[src/rtl/core_debug_pkg.sv]
// Shared definitions for the core debug unit: command codes, FSM states and the
// breakpoint entry type used by the top and the comparator bank.
package core_debug_pkg;

    localparam int P_DATA_W_DEF  = 32;
    localparam int P_BRK_NUM_DEF = 4;
    localparam int P_TMO_W_DEF   = 8;

    // Entries carry a fixed-width address so one typedef serves any P_DATA_W up to 64;
    // narrower PCs are zero-extended and the constant upper bits fall away in synthesis.
    localparam int BRK_ADDR_W = 64;

    typedef enum logic [3:0] {
        CMD_RD_REG  = 4'h0,
        CMD_WR_REG  = 4'h1,
        CMD_SET_BRK = 4'h2,
        CMD_CLR_BRK = 4'h3,
        CMD_GO      = 4'h8,
        CMD_STEP    = 4'hA,
        CMD_STOP    = 4'hF
    } cmd_e;

    typedef enum logic [1:0] {
        ST_IDLE      = 2'd0,
        ST_CORE_WAIT = 2'd1,
        ST_REG_WAIT  = 2'd2,
        ST_RESP      = 2'd3
    } state_e;

    typedef struct packed {
        logic                  en;
        logic [BRK_ADDR_W-1:0] addr;
    } brk_entry_t;

endpackage

[src/rtl/core_debug_brk_cmp.sv]
// PC breakpoint comparator bank with a lowest-index-wins priority encoder.
// Purely combinational on the registered entries held by the top.
module core_debug_brk_cmp
    import core_debug_pkg::*;
#(
    parameter int P_DATA_W  = P_DATA_W_DEF,
    parameter int P_BRK_NUM = P_BRK_NUM_DEF
) (
    input  brk_entry_t [P_BRK_NUM-1:0] brk_i,
    input  logic                       arm_i,
    input  logic                       pc_valid_i,
    input  logic [P_DATA_W-1:0]        pc_i,
    output logic                       hit_o,
    output logic [3:0]                 idx_o
);

    logic [BRK_ADDR_W-1:0] pc_ext;
    logic [P_BRK_NUM-1:0]  match;

    assign pc_ext = BRK_ADDR_W'(pc_i);

    for (genvar g = 0; g < P_BRK_NUM; g++) begin : g_cmp
        assign match[g] = brk_i[g].en && (brk_i[g].addr == pc_ext);
    end

    always_comb begin
        hit_o = arm_i && pc_valid_i && (|match);
        idx_o = '0;
        for (int i = P_BRK_NUM - 1; i >= 0; i--) begin
            if (match[i]) idx_o = 4'(i);
        end
    end

endmodule

[src/rtl/core_debug_unit.sv]
// Debug controller between the external command link and one core: run control
// handshakes, register access over request/ack, and PC breakpoints with auto-stop.
module core_debug_unit
    import core_debug_pkg::*;
#(
    parameter int P_DATA_W  = P_DATA_W_DEF,
    parameter int P_BRK_NUM = P_BRK_NUM_DEF,
    parameter int P_TMO_W   = P_TMO_W_DEF
) (
    input  logic                iCLOCK,
    input  logic                iRESET_SYNC,
    input  logic                iCMD_REQ,
    output logic                oCMD_BUSY,
    input  logic [3:0]          iCMD_COMMAND,
    input  logic [7:0]          iCMD_TARGET,
    input  logic [P_DATA_W-1:0] iCMD_DATA,
    output logic                oRESP_VALID,
    output logic                oRESP_ERROR,
    output logic [P_DATA_W-1:0] oRESP_DATA,
    output logic                oDEBUG_CORE_REQ,
    output logic                oDEBUG_CORE_STOP,
    output logic                oDEBUG_CORE_START,
    output logic                oDEBUG_CORE_STEP,
    input  logic                iDEBUG_CORE_ACK,
    output logic                oREG_REQ,
    output logic                oREG_RW,
    output logic [7:0]          oREG_ADDR,
    output logic [P_DATA_W-1:0] oREG_WDATA,
    input  logic                iREG_ACK,
    input  logic                iREG_NOEXIST,
    input  logic [P_DATA_W-1:0] iREG_RDATA,
    input  logic                iPC_VALID,
    input  logic [P_DATA_W-1:0] iPC,
    output logic                oCORE_STOPPED,
    output logic                oBRK_EVENT,
    output logic [3:0]          oBRK_IDX
);

    state_e                     state_q;
    logic [P_TMO_W-1:0]         tmo_q, tmo_d;
    logic                       tmo_expire;
    brk_entry_t [P_BRK_NUM-1:0] brk_q;
    logic                       pend_q, brk_op_q, stopped_q, brk_evt_q;
    logic [3:0]                 pend_idx_q, brk_idx_q;
    logic                       core_req_q, core_stop_q, core_start_q, core_step_q;
    logic                       reg_req_q, reg_rw_q, resp_err_q;
    logic [7:0]                 reg_addr_q;
    logic [P_DATA_W-1:0]        reg_wdata_q, resp_data_q;
    logic                       hit, arm, idx_bad;
    logic [3:0]                 hit_idx, cmd_idx;

    assign tmo_d      = tmo_q + P_TMO_W'(1);
    assign tmo_expire = &tmo_d;
    // Masking during CORE_WAIT keeps a STEP from re-hitting the PC it just executed.
    assign arm        = (state_q != ST_CORE_WAIT) && !stopped_q;
    assign cmd_idx    = iCMD_TARGET[3:0];
    assign idx_bad    = {28'd0, cmd_idx} >= 32'(P_BRK_NUM);

    core_debug_brk_cmp #(
        .P_DATA_W  (P_DATA_W),
        .P_BRK_NUM (P_BRK_NUM)
    ) u_brk_cmp (
        .brk_i      (brk_q),
        .arm_i      (arm),
        .pc_valid_i (iPC_VALID),
        .pc_i       (iPC),
        .hit_o      (hit),
        .idx_o      (hit_idx)
    );

    always_ff @(posedge iCLOCK) begin
        if (iRESET_SYNC) begin
            state_q      <= ST_IDLE;
            tmo_q        <= '0;
            brk_q        <= '0;
            pend_q       <= 1'b0;
            pend_idx_q   <= '0;
            brk_op_q     <= 1'b0;
            stopped_q    <= 1'b0;
            brk_evt_q    <= 1'b0;
            brk_idx_q    <= '0;
            core_req_q   <= 1'b0;
            core_stop_q  <= 1'b0;
            core_start_q <= 1'b0;
            core_step_q  <= 1'b0;
            reg_req_q    <= 1'b0;
            reg_rw_q     <= 1'b0;
            reg_addr_q   <= '0;
            reg_wdata_q  <= '0;
            resp_err_q   <= 1'b0;
            resp_data_q  <= '0;
        end else begin
            brk_evt_q <= 1'b0;
            case (state_q)
                ST_IDLE: begin
                    // A remembered or fresh hit is serviced ahead of any command.
                    if (pend_q || hit) begin
                        pend_q      <= 1'b0;
                        pend_idx_q  <= pend_q ? pend_idx_q : hit_idx;
                        brk_op_q    <= 1'b1;
                        core_req_q  <= 1'b1;
                        core_stop_q <= 1'b1;
                        tmo_q       <= '0;
                        state_q     <= ST_CORE_WAIT;
                    end else if (iCMD_REQ) begin
                        brk_op_q    <= 1'b0;
                        resp_err_q  <= 1'b0;
                        resp_data_q <= '0;
                        state_q     <= ST_RESP;
                        case (iCMD_COMMAND)
                            CMD_SET_BRK, CMD_CLR_BRK: begin
                                if (idx_bad) begin
                                    resp_err_q <= 1'b1;
                                end else begin
                                    for (int i = 0; i < P_BRK_NUM; i++) begin
                                        if (cmd_idx == 4'(i)) begin
                                            brk_q[i].en <= (iCMD_COMMAND == CMD_SET_BRK);
                                            if (iCMD_COMMAND == CMD_SET_BRK)
                                                brk_q[i].addr <= BRK_ADDR_W'(iCMD_DATA);
                                        end
                                    end
                                end
                            end
                            CMD_RD_REG, CMD_WR_REG: begin
                                if (!stopped_q) begin
                                    resp_err_q <= 1'b1;
                                end else begin
                                    reg_req_q   <= 1'b1;
                                    reg_rw_q    <= (iCMD_COMMAND == CMD_WR_REG);
                                    reg_addr_q  <= iCMD_TARGET;
                                    reg_wdata_q <= iCMD_DATA;
                                    tmo_q       <= '0;
                                    state_q     <= ST_REG_WAIT;
                                end
                            end
                            CMD_GO, CMD_STEP: begin
                                if (!stopped_q) begin
                                    resp_err_q <= 1'b1;
                                end else begin
                                    core_req_q   <= 1'b1;
                                    core_start_q <= (iCMD_COMMAND == CMD_GO);
                                    core_step_q  <= (iCMD_COMMAND == CMD_STEP);
                                    tmo_q        <= '0;
                                    state_q      <= ST_CORE_WAIT;
                                end
                            end
                            CMD_STOP: begin
                                if (!stopped_q) begin
                                    core_req_q  <= 1'b1;
                                    core_stop_q <= 1'b1;
                                    tmo_q       <= '0;
                                    state_q     <= ST_CORE_WAIT;
                                end
                            end
                            default: resp_err_q <= 1'b1;
                        endcase
                    end
                end
                ST_CORE_WAIT: begin
                    if (iDEBUG_CORE_ACK || tmo_expire) begin
                        core_req_q   <= 1'b0;
                        core_stop_q  <= 1'b0;
                        core_start_q <= 1'b0;
                        core_step_q  <= 1'b0;
                        if (iDEBUG_CORE_ACK) stopped_q <= !core_start_q;
                        if (brk_op_q) begin
                            brk_evt_q <= iDEBUG_CORE_ACK;
                            if (iDEBUG_CORE_ACK) brk_idx_q <= pend_idx_q;
                            state_q <= ST_IDLE;
                        end else begin
                            resp_err_q <= !iDEBUG_CORE_ACK;
                            state_q    <= ST_RESP;
                        end
                    end else begin
                        tmo_q <= tmo_d;
                    end
                end
                ST_REG_WAIT: begin
                    if (iREG_ACK || tmo_expire) begin
                        reg_req_q  <= 1'b0;
                        resp_err_q <= !iREG_ACK || iREG_NOEXIST;
                        if (iREG_ACK && !reg_rw_q) resp_data_q <= iREG_RDATA;
                        state_q <= ST_RESP;
                    end else begin
                        tmo_q <= tmo_d;
                    end
                    if (hit && !pend_q) begin
                        pend_q     <= 1'b1;
                        pend_idx_q <= hit_idx;
                    end
                end
                ST_RESP: begin
                    state_q <= ST_IDLE;
                    if (hit && !pend_q) begin
                        pend_q     <= 1'b1;
                        pend_idx_q <= hit_idx;
                    end
                end
                default: state_q <= ST_IDLE;
            endcase
        end
    end

    assign oCMD_BUSY         = (state_q != ST_IDLE);
    assign oRESP_VALID       = (state_q == ST_RESP);
    assign oRESP_ERROR       = oRESP_VALID && resp_err_q;
    assign oRESP_DATA        = resp_data_q;
    assign oDEBUG_CORE_REQ   = core_req_q;
    assign oDEBUG_CORE_STOP  = core_stop_q;
    assign oDEBUG_CORE_START = core_start_q;
    assign oDEBUG_CORE_STEP  = core_step_q;
    assign oREG_REQ          = reg_req_q;
    assign oREG_RW           = reg_rw_q;
    assign oREG_ADDR         = reg_addr_q;
    assign oREG_WDATA        = reg_wdata_q;
    assign oCORE_STOPPED     = stopped_q;
    assign oBRK_EVENT        = brk_evt_q;
    assign oBRK_IDX          = brk_idx_q;

endmodule

[config.mk]
export PLATFORM = sky130hd
export DESIGN_NAME = core_debug_unit
export DESIGN_NICKNAME = d
export VERILOG_FILES = /design/src/rtl/core_debug_pkg.sv /design/src/rtl/core_debug_brk_cmp.sv /design/src/rtl/core_debug_unit.sv
export SDC_FILE = /design/constraint.sdc
export NUM_CORES = 1
export LEC_CHECK = 0
export BUFFER_PORTS_ARGS = -buffer_cell sky130_fd_sc_hd__buf_2
export CORE_MARGIN = 3
export CORE_UTILIZATION = 50
export CTS_BUF_LIST = sky130_fd_sc_hd__clkbuf_4 sky130_fd_sc_hd__clkbuf_8
export CTS_CLUSTER_DIAMETER = 150
export DETAILED_ROUTE_END_ITERATION = 12
export GPL_ROUTABILITY_DRIVEN = 0
export GPL_TIMING_DRIVEN = 0
export HOLD_SLACK_MARGIN = 0.05
export PLACE_DENSITY = 0.76
export RECOVER_POWER = 100
export SLEW_MARGIN = 30
export SYNTH_ARGS = -nofsm -noshare
export SYNTH_HDL_FRONTEND = slang
export SYNTH_SLANG_ARGS = --single-unit
[constraint.sdc]
create_clock -name iCLOCK -period 2.5 [get_ports iCLOCK]
set_input_delay 0.125 -clock iCLOCK [delete_from_list [all_inputs] [get_ports iCLOCK]]
set_output_delay 0.125 -clock iCLOCK [all_outputs]
set_load 0.005 [all_outputs]
==> flow_summary.ini, run 1 <==
[clocking]
cts-htree-levels = 2
cts-root-buf = clkbuf_8
cts_made_buffers = 37
insertion_delay_ns = 0.55
clk_path_buf_depth = 3
clock-sinks = 229
clk_pin_slew_ns = 0.07
cts_tree = yes

[floorplan]
die-area_um2 = 22400
num_rows = 51
chipWidth_um = 150
io_pins = 202
initial_core_util_pct = 51.9
core_area_um2 = 19800
die_h_um = 150

[final_layout]
drive_gt1_share_pct = 24.2
layout.nets = 1603
design_area_um2 = 14400
fillerInstances = 1364
multi_input_area_um2 = 5840
finalNonFillerCells = 1768
synthToLayoutAreaGrowth_pct = 39.6
seq_area_um2 = 4600
finalCoreUtilization_pct = 72.5
diodes = 0

[placement]
placed_cells = 1584
dp_hpwl_um = 22900
place_area_um2 = 11600
port_buffers = 197

[synth]
yosys_warnings = 0
ys_types = 57
synth-async-reset-ratio_pct = 0
synth_ff_type = dfxtp_1
synth_enable_flop_cells = 0
synthCells = 1121
ys_seq_elements = 229
avgSynthCellArea_um2 = 9.20
yosysSeqAreaShare_pct = 44.5
syn_area_um2 = 10300

[critical_path]
startpoint = brk_q[150]
critPathCapture = brk_q[11]
crit_type = reg -> reg
critical_path.max_fanout = 9
start_kind = register
cp-end-kind = register
r2r_cells = 11
worstPathArrival_ns = 3.22
reg2reg_from = brk_q[150]
worstPathRequired_ns = 2.88
r2r_slack_ns = -0.33
worst_r2r_endpoint = brk_q[11]

[sta]
rsz0062_at_grt = true
slew_headroom_pct = 39.4
setup_ws_ns = -0.334
slew_viol_final = 0
fin_crit_ns = 2.83
fin_crit_sh_pct = 113
finalSetupViolations = 215
hold_viol = 0
worstMarginPinSlew_ns = 0.909
finalClockSkew_ns = 0.0306
fin_hold_ws_ns = 0.123
fmax_mhz = 353

[power_and_ir_drop]
ir_drop_mv = 0.670
powerDensity_nw_per_um2 = 692
power_leakage_uw = 0.00680

[drt]
route.vias.total = 10220
dr.pass1.iters = 6
initialDrtViolationCount = 1023
wl_per_cell_um = 21.3
wl_um = 37700
vias_per_cell = 5.78
drc_errors = 0
ant_nets = 0

[global_routing]
met2_usage_pct = 50.3
grt_pass1_vias = 9629
grt_max_degree = 11
grt_overflow_total = 0
grt_pass1_wl_um = 53300
grt_antenna_before_repair = 0
grt_busiest_layer = met2
met1_usage_pct = 39.8
grt_use_total_pct = 30.7
grt_use_met3_pct = 5.75

[run_status]
violations = negative setup slack
status = finished, violations left

[hold_path]
min_path_type = in -> reg
holdPathStages = 3

[run]
maxCapViolCount = 0
[through the flow]
step                      setup slack, ns  total power, µW  TNS (ns)
after CTS                          -0.179             9700    -16.83
after global placement             -0.533             5990   -101.46
after floorplan                     0.181             5270         0
final                              -0.334             9960    -40.14
after global routing               -0.403            10300    -61.05
after detailed placement           -0.599             6010   -107.65
[worst min-delay path by stage]
stage,from,end,slack [ns]
5_1_grt,iREG_NOEXIST,resp_err_q,0.15
3_5_place_dp,iCMD_TARGET[6],oREG_ADDR[6],0.37
4_1_cts,iRESET_SYNC,pend_idx_q[0],0.1
3_3_place_gp,iCMD_TARGET[4],oREG_ADDR[4],0.37
2_1_floorplan,iCMD_TARGET[0],oREG_ADDR[0],0.26
6_report,iRESET_SYNC,pend_idx_q[0],0.12
[routing by layer]
| layer | wire length, µm | share of wire [%] |
|---|---|---|
| met1 | 14600 | 39 |
| met2 | 17500 | 46 |
| met3 | 3510 | 9.3 |
| met4 | 2060 | 5.5 |
| met5 | 0 | 0 |
[sequential cells by signal, indices dropped and copies added, names as in the netlist, 2 cells and up]
| register | count |
|---|---|
| oBRK_IDX | 2 |
| tmo_q | 8 |
| oRESP_DATA | 32 |
| state_q | 2 |
| brk_q | 132 |
| oREG_ADDR | 8 |
| pend_idx_q | 2 |
| oREG_WDATA | 32 |
[area by class of cell]
type / instances / share of cell area, %
multi-input cells: 813 / 40.6
flip-flops and latches: 229 / 31.9
repair buffers: 321 / 16.3
clock buffers: 57 / 4.97
plain buffers: 61 / 3.24
well taps: 265 / 2.30
inverters: 18 / 0.470
clock inverters: 4 / 0.157
[timing repair]
item	in CTS	in global routing
pin swaps	15	16
setup endpoints to repair	225	223
buffers inserted	25	13
endpoints found under the hold margin	207	0
cloned	10	6
resized for setup	100	69
hold buffers	77	0
[layout by cell type, fill, tap and decap left out, types with 7 or more instances in the layout]
master         count
nand3_1           12
clkbuf_1          92
dlygate4sd3_1     77
mux2i_2           10
nor2_1           184
nor3_1            12
inv_1             18
buf_6             17
dfxtp_2            7
a21oi_1           58
buf_2            141
clkbuf_8          46
xor2_1           108
dfxtp_1          221
nor2b_1            8
a22oi_2           10
buf_4             17
nor4_2             9
buf_12            20
a22oi_1           22
nor4_1            15
mux2i_1          120
nand4_1           10
nand2_1          105
clkbuf_4          14
nor4_4            10
xnor2_1           19
[synth_stat cells (7+ instances only)]
cell type | n | area [µm²]
nor4_1 | 29 | 181
nor2b_1 | 9 | 56.3
nand2_1 | 107 | 402
inv_1 | 18 | 67.6
nand3_1 | 14 | 70.1
nor2_1 | 185 | 694
a22oi_1 | 32 | 240
xor2_1 | 113 | 990
ha_1 | 7 | 87.6
dfxtp_1 | 229 | 4580
nor3_1 | 14 | 70.1
nand4_1 | 10 | 62.6
clkbuf_1 | 44 | 165
a21oi_1 | 60 | 300
buf_4 | 9 | 67.6
xnor2_1 | 19 | 166
mux2i_1 | 134 | 1340
[critical path, cell delays in order (launching register included)]
cell	delay, ns
dfxtp_1	0.32
xor2_1	0.17
nor4_2	0.42
nand4_1	0.24
nor4_4	0.42
nor4_4	0.09
buf_6	0.17
o21ai_4	0.15
buf_12	0.19
buf_16	0.14
mux2i_1	0.26
nor2_1	0.09
[power by group]
part / total, µW / switching (µW) / internal [µW]
clock network: 3320 / 1510 / 1810
registers: 4030 / 155 / 3870
logic: 2610 / 1520 / 1100
total: 9960 / 3180 / 6780
[logic make-up after synthesis]
logic type / after synthesis / share of synthesized area [%]
AND/OR/NAND/NOR: 397 / 17.2
flip-flops: 229 / 44.5
AO/OA/AOI/OAI: 139 / 9.32
multiplexers: 135 / 13.1
XOR/XNOR: 132 / 11.2
buffers and inverters: 81 / 3.76
adder cells (fa/ha/maj): 7 / 0.850
other: 1 / 0.0364
(Power assumes the default switching activity.)
==> run 2, diff against run 1 <==
--- a/config.mk
+++ b/config.mk
@@ -14,7 +14,7 @@
 export GPL_ROUTABILITY_DRIVEN = 0
 export GPL_TIMING_DRIVEN = 0
 export HOLD_SLACK_MARGIN = 0.05
-export PLACE_DENSITY = 0.76
+export PLACE_DENSITY_LB_ADDON = 0.1
 export RECOVER_POWER = 100
 export SLEW_MARGIN = 30
 export SYNTH_ARGS = -nofsm -noshare
==> run 2 against run 1 <==
  * Clock power rose by 5%
  * Cell area down 0.64%
  * Utilization is 0.47 points lower
  * Die area is the same
  * Sequential cell count unchanged
  * Fmax increased by 3.8%
  * The flow still finishes with violations (negative setup slack)
  * Clock skew is 0.015 ns lower
  * Highest routed layer unchanged
  * Sequential power barely moved
  * Critical path depth unchanged
  * Non-clock buffer count is 7 lower
  * Setup slack gained 0.10 ns
  * Sequential share of layout area grew 0.20 points
==> flow_summary.ini, run 2 (synthesis gave the netlist of run 1 again) <==
[critical_path]
critPathMaxStageDelay_ns = 0.45
critical-path-top-delay-family = simple AND/OR/NAND/NOR gates
cp-end-kind = register
worstPathArrival_ns = 3.13
cp.depth = 11
critical_path.max_fanout = 8
r2r_slack_ns = -0.23
reg2reg_from = brk_q[18]
r2r_cells = 11
cp_slowest_cell = nor4_2
startpoint = brk_q[18]
path_buf_inv = 3
start_kind = register
crit_top_cell = nor4_4
worstPathRequired_ns = 2.90
worst_r2r_endpoint = brk_q[160]
crit_type = reg -> reg
path_cells = xor2_1 -> nor4_2 -> nand3_2 -> nor4_4 -> nor4_4 -> buf_6 -> o21ai_4 -> buf_12 -> clkbuf_16 -> mux2i_1 -> nor2_1
critPathCapture = brk_q[160]

[drt]
ant_nets = 0
route.vias.total = 9707
vias_per_cell = 5.49
dr.pass1.iters = 5
initialDrtViolationCount = 793
drc_errors = 0
wl_per_cell_um = 19.7
wl_um = 34800

[final_layout]
drive_gt1_share_pct = 24.0
synthToLayoutAreaGrowth_pct = 38.7
largest_reg_flops = 132
mostFrequentLayoutCells = dfxtp_1, nor2_1, buf_2
fillerInstances = 1545
diodes = 0
finalNonFillerCells = 1767
seq_area_um2 = 4600
layout.nets = 1597
regMostFlops = brk_q
multi_input_area_um2 = 5780
finalCoreUtilization_pct = 72.0
mostFrequentLayoutCell = dfxtp_1

[clocking]
clk_path_buf_depth = 3
clock-sinks = 229
clk_pin_slew_ns = 0.06
cts-root-buf = clkbuf_8
cts_made_buffers = 39
cts_tree = yes
insertion_delay_ns = 0.55
cts-htree-levels = 2

[global_routing]
grt_pass1_wl_um = 49600
grt_max_degree = 11
grt_pass1_vias = 8982
grt_antenna_before_repair = 0
grt_use_total_pct = 28.6
grt_overflow_total = 0

[sta]
fin_crit_ns = 2.73
finalClockSkew_ns = 0.0157
fin_tns_setup_ns = -25.05
slew_viol_final = 0
fin_hold_ws_ns = 0.111
rsz0062_at_grt = true
finalSetupViolations = 175
worstMarginPinSlew_ns = 0.821
slew_headroom_pct = 45.3
fmax_mhz = 366
fin_crit_sh_pct = 109
setup_ws_ns = -0.231
hold_viol = 0

[power_and_ir_drop]
ir_drop_mv = 0.564
power_leakage_uw = 0.00686
powerDensity_nw_per_um2 = 698

[floorplan]
die-area_um2 = 22400
core_area_um2 = 19800
io_pins = 202
num_rows = 51
initial_core_util_pct = 51.9
chipWidth_um = 150
die_h_um = 150

[run_status]
status = finished, violations left
violations = negative setup slack

[hold_path]
min_path_type = in -> reg

[run]
maxCapViolCount = 0

[placement]
dp_hpwl_um = 23000
placed_cells = 1584
port_buffers = 197
-- run 2: cell types whose count changed in the layout (fill, tap and decap cells not counted), sizes merged --
cell / previous run / this run
clkbuf: 163 / 167
buf: 199 / 196
clkinv: 3 / 1
inv: 18 / 19
o21ai: 14 / 13
-- run 2: power breakdown --
part | switching (µW) | leakage, µW | internal [µW]
Clock | 1540 | 0.000429 | 1970
Sequential | 145 | 0.00185 | 3880
Combinational | 1410 | 0.00458 | 1030
Total | 3100 | 0.00686 | 6880
-- run 2: repair_timing --
item	CTS	global route
endpoints found under the setup margin	225	219
pin swaps	18	9
cloned	2	9
hold buffers	77	0
endpoints found under the hold margin	208	0
buffers inserted	21	7
gates resized for setup	79	70
-- run 2: per-layer routing --
metal / up-vias / GRT usage, % / share of wire, % / routed length [µm]
met5: - / 0 / 0 / 0
met4: 0 / 9.11 / 3.0 / 1040
met3: 87 / 6.30 / 9.1 / 3160
met2: 461 / 45.1 / 45 / 15600
met1: 4629 / 39.4 / 43 / 14900
li1: 4530 / - / - / -
-- run 2: how the worst min path moves through the flow --
stage | end | slack (ns) | depth (start not counted) | startpoint
after floorplan | oREG_ADDR[0] | 0.26 | 2 | iCMD_TARGET[0]
final | pend_idx_q[0] | 0.11 | 3 | iRESET_SYNC
after global placement | oREG_ADDR[5] | 0.37 | 3 | iCMD_TARGET[5]
after global routing | pend_idx_q[0] | 0.14 | 3 | iRESET_SYNC
after CTS | pend_idx_q[0] | 0.05 | 3 | iRESET_SYNC
after detailed placement | oREG_ADDR[5] | 0.37 | 3 | iCMD_TARGET[5]
-- run 2: stage by stage --
step	instance area (µm²)	total power, µW	worst slack (ns)
after floorplan	10300	5270	0.181
after global placement	11600	6030	-0.623
after detailed placement	11600	6030	-0.637
after CTS	13800	9730	-0.126
after global routing	14300	10400	-0.310
final	14300	9970	-0.231
-- run 2: layout make-up --
cell class | count | share of cell area [%]
Multi-Input combinational cell | 812 | 40.4
Sequential cell | 229 | 32.1
Timing Repair Buffer | 313 | 15.6
Clock buffer | 65 | 5.47
Buffer | 62 | 3.37
Tap cell | 265 | 2.32
Inverter | 18 | 0.473
Clock inverter | 3 | 0.149
-- run 2: worst reg2reg max path, cell delays in order (launching register included) --
cell	delay [ns]
dfxtp_1	0.32
xor2_1	0.17
nor4_2	0.45
nand3_2	0.15
nor4_4	0.41
nor4_4	0.11
buf_6	0.17
o21ai_4	0.17
buf_12	0.20
clkbuf_16	0.17
mux2i_1	0.23
nor2_1	0.06
==> run 3, diff against run 2 <==
--- a/config.mk
+++ b/config.mk
@@ -14,6 +14,7 @@
 export GPL_ROUTABILITY_DRIVEN = 0
 export GPL_TIMING_DRIVEN = 0
 export HOLD_SLACK_MARGIN = 0.05
+export MAX_ROUTING_LAYER = met4
 export PLACE_DENSITY_LB_ADDON = 0.1
 export RECOVER_POWER = 100
 export SLEW_MARGIN = 30
==> run 3 against run 2 <==
  * The run still ends with negative setup slack left
  * Via count is 0.12% higher
  * Setup slack better by 0.0073 ns
  * Clock skew is 0.0024 ns lower
  * Worst hold slack worse by 0.0085 ns
  * Die area stayed put
  * Non-clock buffer count stayed put
  * Critical path depth stayed put
  * First-iteration DRC count is 6.6% lower
  * Utilization stayed put
  * Critical path type unchanged
  * Critical endpoint unchanged
==> flow_summary.ini, run 3 (synthesis gave the netlist of run 1 again) <==
[run_status]
status = finished, violations left
violations = negative setup slack

[clocking]
cts-htree-levels = 2
cts_tree = yes
clk_path_buf_depth = 3
cts_made_buffers = 39
clock-sinks = 229
cts-root-buf = clkbuf_8
clk_pin_slew_ns = 0.06
insertion_delay_ns = 0.54

[sta]
rsz0062_at_grt = true
fmax_mhz = 367
fin_crit_ns = 2.72
setup_ws_ns = -0.224
hold_viol = 0
worstMarginPinSlew_ns = 0.832
slew_viol_final = 0
finalSetupViolations = 177
finalClockSkew_ns = 0.0133
slew_headroom_pct = 44.5
fin_crit_sh_pct = 109
fin_hold_ws_ns = 0.103
fin_tns_setup_ns = -23.67

[final_layout]
layout.nets = 1597
mostFrequentLayoutCells = dfxtp_1, nor2_1, buf_2
drive_gt1_share_pct = 24.0
synthToLayoutAreaGrowth_pct = 38.7
diodes = 0
largest_reg_flops = 132
finalNonFillerCells = 1767
regMostFlops = brk_q
mostFrequentLayoutCell = dfxtp_1

[drt]
ant_nets = 0
dr.pass1.iters = 5
route.vias.total = 9719
vias_per_cell = 5.50
wl_um = 34800
wl_per_cell_um = 19.7
drc_errors = 0
initialDrtViolationCount = 741

[floorplan]
initial_core_util_pct = 51.9
num_rows = 51
chipWidth_um = 150
core_area_um2 = 19800
die_h_um = 150
io_pins = 202
die-area_um2 = 22400

[critical_path]
start_kind = register
worstPathRequired_ns = 2.90
critical_path.max_fanout = 8
worst_r2r_endpoint = brk_q[160]
r2r_cells = 11
r2r_slack_ns = -0.22
crit_type = reg -> reg
critPathCapture = brk_q[160]
worstPathArrival_ns = 3.12
reg2reg_from = brk_q[137]
startpoint = brk_q[137]
cp-end-kind = register

[power_and_ir_drop]
power_leakage_uw = 0.00686
internal_power_uw = 6880
finalPower_uw = 9960
powerDensity_nw_per_um2 = 697
switching_share_pct = 31.0
sequentialPowerShare_pct = 40.4
p_sw_uw = 3090
ir_drop_mv = 0.567
clockPowerShare_pct = 35.1
p_comb_share_pct = 24.6

[placement]
placed_cells = 1584
port_buffers = 197
dp_hpwl_um = 23000

[global_routing]
grt_antenna_before_repair = 0
grt_use_total_pct = 29.5
grt_max_degree = 11
grt_pass1_wl_um = 49600
grt_pass1_vias = 8967
grt_overflow_total = 0

[run]
maxCapViolCount = 0

[hold_path]
min_path_type = in -> reg
## run 3: cell type report
class,instances,area (µm²)
Buffer,62,482
Timing Repair Buffer,313,2240
Tap cell,265,332
Sequential cell,229,4600
Clock inverter,3,21.3
Fill cell,1545,5550
Clock buffer,65,782
Inverter,18,67.6
Multi-Input combinational cell,812,5780
## run 3: worst min path at each step
stage,startpoint,to,slack [ns],cells after the start
floorplan,iCMD_TARGET[0],oREG_ADDR[0],0.26,2
global placement,iCMD_TARGET[5],oREG_ADDR[5],0.37,3
detailed placement,iCMD_TARGET[5],oREG_ADDR[5],0.37,3
CTS,iRESET_SYNC,pend_idx_q[0],0.05,3
global route,iRESET_SYNC,pend_idx_q[0],0.14,3
finish,iRESET_SYNC,pend_idx_q[0],0.10,3
## run 3: critical path: stages (launching register included)
cell       delay (ns)
dfxtp_1          0.32
xor2_1           0.16
nor4_2           0.46
nand4_1          0.28
nor4_4           0.30
nor4_4           0.08
buf_6            0.16
o21ai_4          0.16
buf_12           0.20
clkbuf_16        0.17
mux2i_1          0.23
nor2_1           0.06
## run 3: metrics by stage
step	utilization (%)	instance area [µm²]	worst slack, ns
finish	72.0	14300	-0.224
global route	72.0	14300	-0.312
CTS	69.5	13800	-0.126
detailed placement	58.6	11600	-0.637
global placement	58.6	11600	-0.623
floorplan	-	10300	0.181
## run 3: timing repair
| item | CTS | global route |
|---|---|---|
| hold buffers | 77 | 0 |
| endpoints found under the hold margin | 208 | 0 |
| pin swaps | 18 | 9 |
| gates cloned | 2 | 9 |
| gates resized for setup | 79 | 70 |
| buffers inserted | 21 | 7 |
| endpoints found under the setup margin | 225 | 219 |
## run 3: power by group through the flow
stage | clock network, µW | logic (µW) | registers (µW)
finish | 3490 | 2450 | 4020
global route | 3690 | 2610 | 4040
CTS | 3530 | 2200 | 4000
detailed placement | 0 | 1970 | 4060
global placement | 0 | 1970 | 4060
floorplan | 0 | 1190 | 4080
## run 3: layer usage
layer	GRT usage, %	up-vias	wire, µm
met3	5.88	86	3080
met4	9.20	0	957
li1	-	4521	-
met1	39.8	4641	14900
met2	45.0	471	15800
met5	-	-	0
